## config.mk

```make
export PLATFORM = sky130hd
export DESIGN_NAME = nonce_gen_flat
export DESIGN_NICKNAME = d
export VERILOG_FILES = /design/src/rtl/nonce_gen_if.sv /design/src/rtl/nonce_gen.sv /design/src/flat_wrapper.sv
export SDC_FILE = /design/constraint.sdc
export NUM_CORES = 1
export LEC_CHECK = 0
export CAP_MARGIN = 10
export CORE_MARGIN = 10
export CORE_UTILIZATION = 39
export DETAILED_ROUTE_END_ITERATION = 16
export MAX_ROUTING_LAYER = met4
export PLACE_DENSITY = 0.67
export RECOVER_POWER = 25
export SLEW_MARGIN = 10
export SYNTH_ARGS = -nofsm -noshare
export SYNTH_HDL_FRONTEND = slang
export SYNTH_SLANG_ARGS = --single-unit
```

## constraint.sdc

```tcl
create_clock -name clk -period 5.8 [get_ports clk]
set_clock_uncertainty 0.2 [all_clocks]
set_input_delay 1.16 -clock clk [delete_from_list [all_inputs] [get_ports clk]]
set_output_delay 1.16 -clock clk [all_outputs]
set_load 0.005 [all_outputs]
```

## src/rtl/nonce_gen_if.sv

```systemverilog
`default_nettype none
// ============================================================================
//  Module      : nonce_gen_if
//  Description : Control/data bundle between the nonce source and its host /
//                first m04 pipe stage.
//  Revision    : 1.0  initial release
// ============================================================================
interface nonce_gen_if;
  logic        start;
  logic        hold;
  logic        found;
  logic [63:0] nonceStart;
  logic [63:0] nonceEnd;
  logic        vldOut;
  logic [63:0] m04Out;
  logic        busy;
  logic        done;
  logic        exhausted;
  logic [63:0] issuedCnt;

  // host / pipeline side
  modport master (
    output start, hold, found, nonceStart, nonceEnd,
    input  vldOut, m04Out, busy, done, exhausted, issuedCnt
  );

  // nonce generator side
  modport slave (
    input  start, hold, found, nonceStart, nonceEnd,
    output vldOut, m04Out, busy, done, exhausted, issuedCnt
  );
endinterface
`default_nettype wire

```

## src/rtl/nonce_gen.sv

```systemverilog
`default_nettype none
// ============================================================================
//  Module      : nonce_gen
//  Description : Issues one 64-bit nonce per cycle from nonceStart to nonceEnd
//                (inclusive) in steps of STEP; stops on range exhaustion or a
//                found hit. Reports run status and issued count.
//  Revision    : 1.0  initial release
// ============================================================================
module nonce_gen #(
  parameter logic [31:0] STEP = 32'd1
) (
  input  wire logic   clk,
  input  wire logic   rst_n,
  nonce_gen_if.slave  bus
);

  typedef enum logic [1:0] {
    IDLE = 2'd0,
    RUN  = 2'd1,
    HALT = 2'd2
  } state_t;

  state_t      state, state_nxt;
  logic [63:0] cur, cur_nxt;
  logic [63:0] lim, lim_nxt;
  logic [63:0] cnt_nxt;
  logic [63:0] m04_nxt;
  logic        vld_nxt;
  logic        exh_nxt;
  logic [64:0] sum;

  // 65-bit sum so overflow past all-ones is visible instead of wrapping
  assign sum = {1'b0, cur} + {33'd0, STEP};

  // Next-state and next-output decode
  always_comb begin
    state_nxt = state;
    cur_nxt   = cur;
    lim_nxt   = lim;
    cnt_nxt   = bus.issuedCnt;
    m04_nxt   = bus.m04Out;
    vld_nxt   = 1'b0;
    exh_nxt   = bus.exhausted;

    unique case (state)
      IDLE, HALT: begin
        m04_nxt = 64'd0;
        if (bus.start) begin
          cur_nxt = bus.nonceStart;
          lim_nxt = bus.nonceEnd;
          cnt_nxt = 64'd0;
          if (bus.nonceStart > bus.nonceEnd) begin
            state_nxt = HALT;
            exh_nxt   = 1'b1;
          end else begin
            state_nxt = RUN;
            exh_nxt   = 1'b0;
          end
        end
      end
      RUN: begin
        if (bus.found) begin
          // a hit aborts even a pending final issue
          m04_nxt   = 64'd0;
          state_nxt = HALT;
          exh_nxt   = 1'b0;
        end else if (!bus.hold) begin
          vld_nxt = 1'b1;
          m04_nxt = cur;
          cnt_nxt = bus.issuedCnt + 64'd1;
          if (sum > {1'b0, lim} || sum[64]) begin
            state_nxt = HALT;
            exh_nxt   = 1'b1;
          end else begin
            cur_nxt = sum[63:0];
          end
        end
      end
      default: begin
        state_nxt = IDLE;
      end
    endcase
  end

  // State and registered outputs
  always_ff @(posedge clk) begin
    if (!rst_n) begin
      state         <= IDLE;
      cur           <= 64'd0;
      lim           <= 64'd0;
      bus.vldOut    <= 1'b0;
      bus.m04Out    <= 64'd0;
      bus.busy      <= 1'b0;
      bus.done      <= 1'b0;
      bus.exhausted <= 1'b0;
      bus.issuedCnt <= 64'd0;
    end else begin
      state         <= state_nxt;
      cur           <= cur_nxt;
      lim           <= lim_nxt;
      bus.vldOut    <= vld_nxt;
      bus.m04Out    <= m04_nxt;
      bus.busy      <= (state_nxt == RUN);
      bus.done      <= (state_nxt == HALT);
      bus.exhausted <= exh_nxt;
      bus.issuedCnt <= cnt_nxt;
    end
  end

endmodule
`default_nettype wire

```

## src/flat_wrapper.sv

```systemverilog
// flat-port wrapper written by rule: the top's interface ports become plain ports
module nonce_gen_flat 
#(
  parameter logic [31:0] STEP = 32'd1
)
  (clk, rst_n, bus_start, bus_hold, bus_found, bus_nonceStart, bus_nonceEnd, bus_vldOut, bus_m04Out, bus_busy, bus_done, bus_exhausted, bus_issuedCnt);
  nonce_gen_if bus_i ();
  input  wire logic clk;
  input  wire logic rst_n;
  input wire logic [$bits(bus_i.start)-1:0] bus_start;
  input wire logic [$bits(bus_i.hold)-1:0] bus_hold;
  input wire logic [$bits(bus_i.found)-1:0] bus_found;
  input wire logic [$bits(bus_i.nonceStart)-1:0] bus_nonceStart;
  input wire logic [$bits(bus_i.nonceEnd)-1:0] bus_nonceEnd;
  output wire logic [$bits(bus_i.vldOut)-1:0] bus_vldOut;
  output wire logic [$bits(bus_i.m04Out)-1:0] bus_m04Out;
  output wire logic [$bits(bus_i.busy)-1:0] bus_busy;
  output wire logic [$bits(bus_i.done)-1:0] bus_done;
  output wire logic [$bits(bus_i.exhausted)-1:0] bus_exhausted;
  output wire logic [$bits(bus_i.issuedCnt)-1:0] bus_issuedCnt;
  assign bus_i.start = bus_start;
  assign bus_i.hold = bus_hold;
  assign bus_i.found = bus_found;
  assign bus_i.nonceStart = bus_nonceStart;
  assign bus_i.nonceEnd = bus_nonceEnd;
  assign bus_vldOut = bus_i.vldOut;
  assign bus_m04Out = bus_i.m04Out;
  assign bus_busy = bus_i.busy;
  assign bus_done = bus_i.done;
  assign bus_exhausted = bus_i.exhausted;
  assign bus_issuedCnt = bus_i.issuedCnt;
  nonce_gen #(.STEP(STEP)) u_core (.clk(clk), .rst_n(rst_n), .bus(bus_i));
endmodule
```

==> results.txt <==
Status = finished, violations left
Failing checks = max-capacitance violations, max-slew violations
Port Buf Inserts = 264
Area Growth Syn to Fin = 28.6%
Total iterations of the first detailed-routing run = 5
CTS sink cnt = 262
CP Data Arrival Time = 5.70 ns
Core ar. = 37,600 µm²
Crit start category = flip-flop
Synth Instances = 1,880
Final WL = 50.2 mm
Hold path startpoint = u_core.lim[14]
Hold Path Cell Cnt = 2
Worst setup EP type = flip-flop
Initial DRC Count = 1,311
Gr usage total = 21.1%
Pleak = 7.43 nW
R2R setup slack = 0.34 ns
Slew @ Worst Pin = 2.53 ns
Endpoints failing setup = 0
Post-DP HPWL = 36.5 mm
Reg area = 5250 µm²
Top post-synthesis cells by area = dfxtp_1, ha_1, nand2_1, a21oi_1, nor2_1
Pwr dens = 252 nW/µm²
Drc violations = 0
Sequential area share after synthesis = 35.4%
#FFs+latches synth = 262
Avg Inst Size Synth = 7.89 µm²
Count leader, synth = dfxtp_1
Asr flop ratio synth = 0%
CTS buffer count = 31
Root buffer cell = clkbuf_16
Design area = 19,100 µm²
Fillers = 3,626
Die area = 46,200 µm²
# hold bufs at CTS = 0
Final Max Tran Viols = 40
Vias in the first global route = 14,000
Ports = 265
H-tree levels = 1
Placed insts = 2,569
Nets = 2,361
Synth top area share = 35.4%
Fin crit period = 5.46 ns
Clk pin slew, worst setup/hold paths = 0.06 ns
Worst Hold End = u_core.lim[14]
VDD IR max = 0.000210 V
Via count = 14,400
CTS tree = done
Overflow left after global routing = 0
First-pass GRT wire length = 78.1 mm
R2R depth = 18
Top_reg_cell synth = dfxtp_1
Post-synthesis cell area = 14,800 µm²
Post-route ant nets = 0
Commonest cells in the synthesized netlist = dfxtp_1, nand2_1, nor2_1, a21oi_1, inv_1
Longest Clk Path Bufs = 3
Largest net degree at the start of global routing = 104
Area of the multi-input gates = 8650 µm²
Mapped Nets = 2,143
Number of synthesized flops with an enable pin = 0
Die Ht = 215 µm
Initial antenna violation count = 5
Distinct cells, synth = 61
Clock latency on the worst-skew pair = 0.56 ns
Worst min path class = flip-flop to flip-flop
Final core area utilization = 50.8%
R2r startpoint = u_core.cur[0]
Setup CP Type = flip-flop to flip-flop
Slew margin rel. = -68.4%
Final WS setup = 0.340 ns
Maximum fanout along the worst path = 36
Leading area contributor after synthesis = dfxtp_1
Wire per inst = 19.0 µm
Placed Area = 17,900 µm²
Fin cells = 2,636
Fin crit share = 94.1%
Final hold violation count = 0
Worst Path Required = 6.04 ns
Worst R2R End = u_core.cur[18]
Syn. warnings = 0
Share of layout cells above drive strength 1 = 5.23%
DR vias/cell = 5.47
Core Rows = 71
GP Congestion = 0.911
Worst slack, placed = -0.172 ns
Fmax = 0.183 GHz
Max Cap Violations = 1
Die X = 215 µm
Starting Density = 39.5%
worst max-delay path, stage by stage (launching register included):
cell and delay [ns]:
dfxtp_1 0.47, ha_1 0.28, nand3_1 0.22, or2_2 0.43, nor4_4 0.27, buf_4 0.24, and2_1 0.23, nand3_1 0.15
xnor2_1 0.16, ha_1 0.29, nand4_1 0.14, or4_1 0.63, nor4_4 0.34, nand4_1 0.12, o21ai_1 0.18, a31oi_4 0.16
buf_4 0.20, clkbuf_16 0.22, o41ai_1 0.38
report_power, final:
part,internal [mW],switching [mW]
Sequential,1.88,0.0917
Combinational,0.336,0.454
Clock,1.26,0.801
Total,3.47,1.35
worst max-delay path by stage:
stage,start,endpoint,slack (ns),depth (start not counted)
2_1_floorplan,u_core.cur[17],u_core.bus.done,0.88,17
3_3_place_gp,u_core.cur[18],u_core.cur[27],0.12,14
3_5_place_dp,u_core.cur[18],u_core.cur[27],-0.17,14
4_1_cts,u_core.cur[18],u_core.cur[27],0.02,17
5_1_grt,u_core.cur[0],u_core.cur[18],-0.002,18
6_report,u_core.cur[0],u_core.cur[18],0.34,18
metal layers:
metal	GRT usage, %	part of all wire, %	vias to the layer above
li1	-	-	7004
met1	27.0	45	6861
met2	33.7	46	475
met3	3.43	6.2	87
met4	5.89	2.7	0
met5	-	0	-
cell usage in the layout, fill, tap and decap left out, types with 11 or more instances in the layout:
master	count
ha_1	130
nand4_1	55
nor2_1	202
and3_1	15
nand3_1	92
dfxtp_1	262
a22oi_1	40
o22ai_1	16
o41ai_1	24
o21a_1	11
or3_1	14
nor3_1	32
o211ai_1	15
a22o_1	29
xnor2_1	60
a21o_1	11
o31ai_1	13
a21oi_1	159
buf_4	27
and4_1	12
nor4_1	13
nand2_1	233
inv_1	138
o21ai_0	46
xor2_1	54
clkbuf_16	32
clkdlybuf4s50_1	261
kinds of logic (layout without fill, tap and decap cells):
group,count (synthesis),after routing,share of synthesized area [%]
other,0,4,0
XOR/XNOR,114,114,6.73
flip-flops,262,262,35.4
AO/OA/AOI/OAI,398,398,17.2
buffers and inverters,250,491,6.65
AND/OR/NAND/NOR,722,722,22.9
adder cells (fa/ha/maj),130,130,11.0
multiplexers,4,4,0.270
layout make-up:
class	count	share of cell area (%)
Sequential cell	262	27.5
Clock buffer	43	4.72
Antenna cell	4	0.0525
Tap cell	511	3.35
Timing Repair Buffer	296	15.4
Inverter	139	2.75
Multi-Input combinational cell	1368	45.4
Clock inverter	13	0.931
per-stage QoR:
step | hold WS, ns | power [mW] | TNS (ns)
2_1_floorplan | 0.236 | 2.47 | 0
3_5_place_dp | 0.247 | 2.77 | -4.55
6_report | 0.255 | 4.81 | 0
5_1_grt | 0.268 | 5.02 | -0.00195
4_1_cts | 0.256 | 4.83 | 0
3_3_place_gp | 0.245 | 2.75 | 0
registers in the layout, summed over array words and instances (netlist names), 2 cells and up:
name and count:
u_core.bus.issuedCnt 64, u_core.bus.m04Out 64, u_core.cur 64, u_core.lim 64, u_core.state 2
timing repair:
item,CTS,global route
pin swaps,0,3
cloned,0,1
setup endpoints to repair,54,65
setup buffers,0,5
resized for setup,2,4
(Power assumes the default switching activity.)
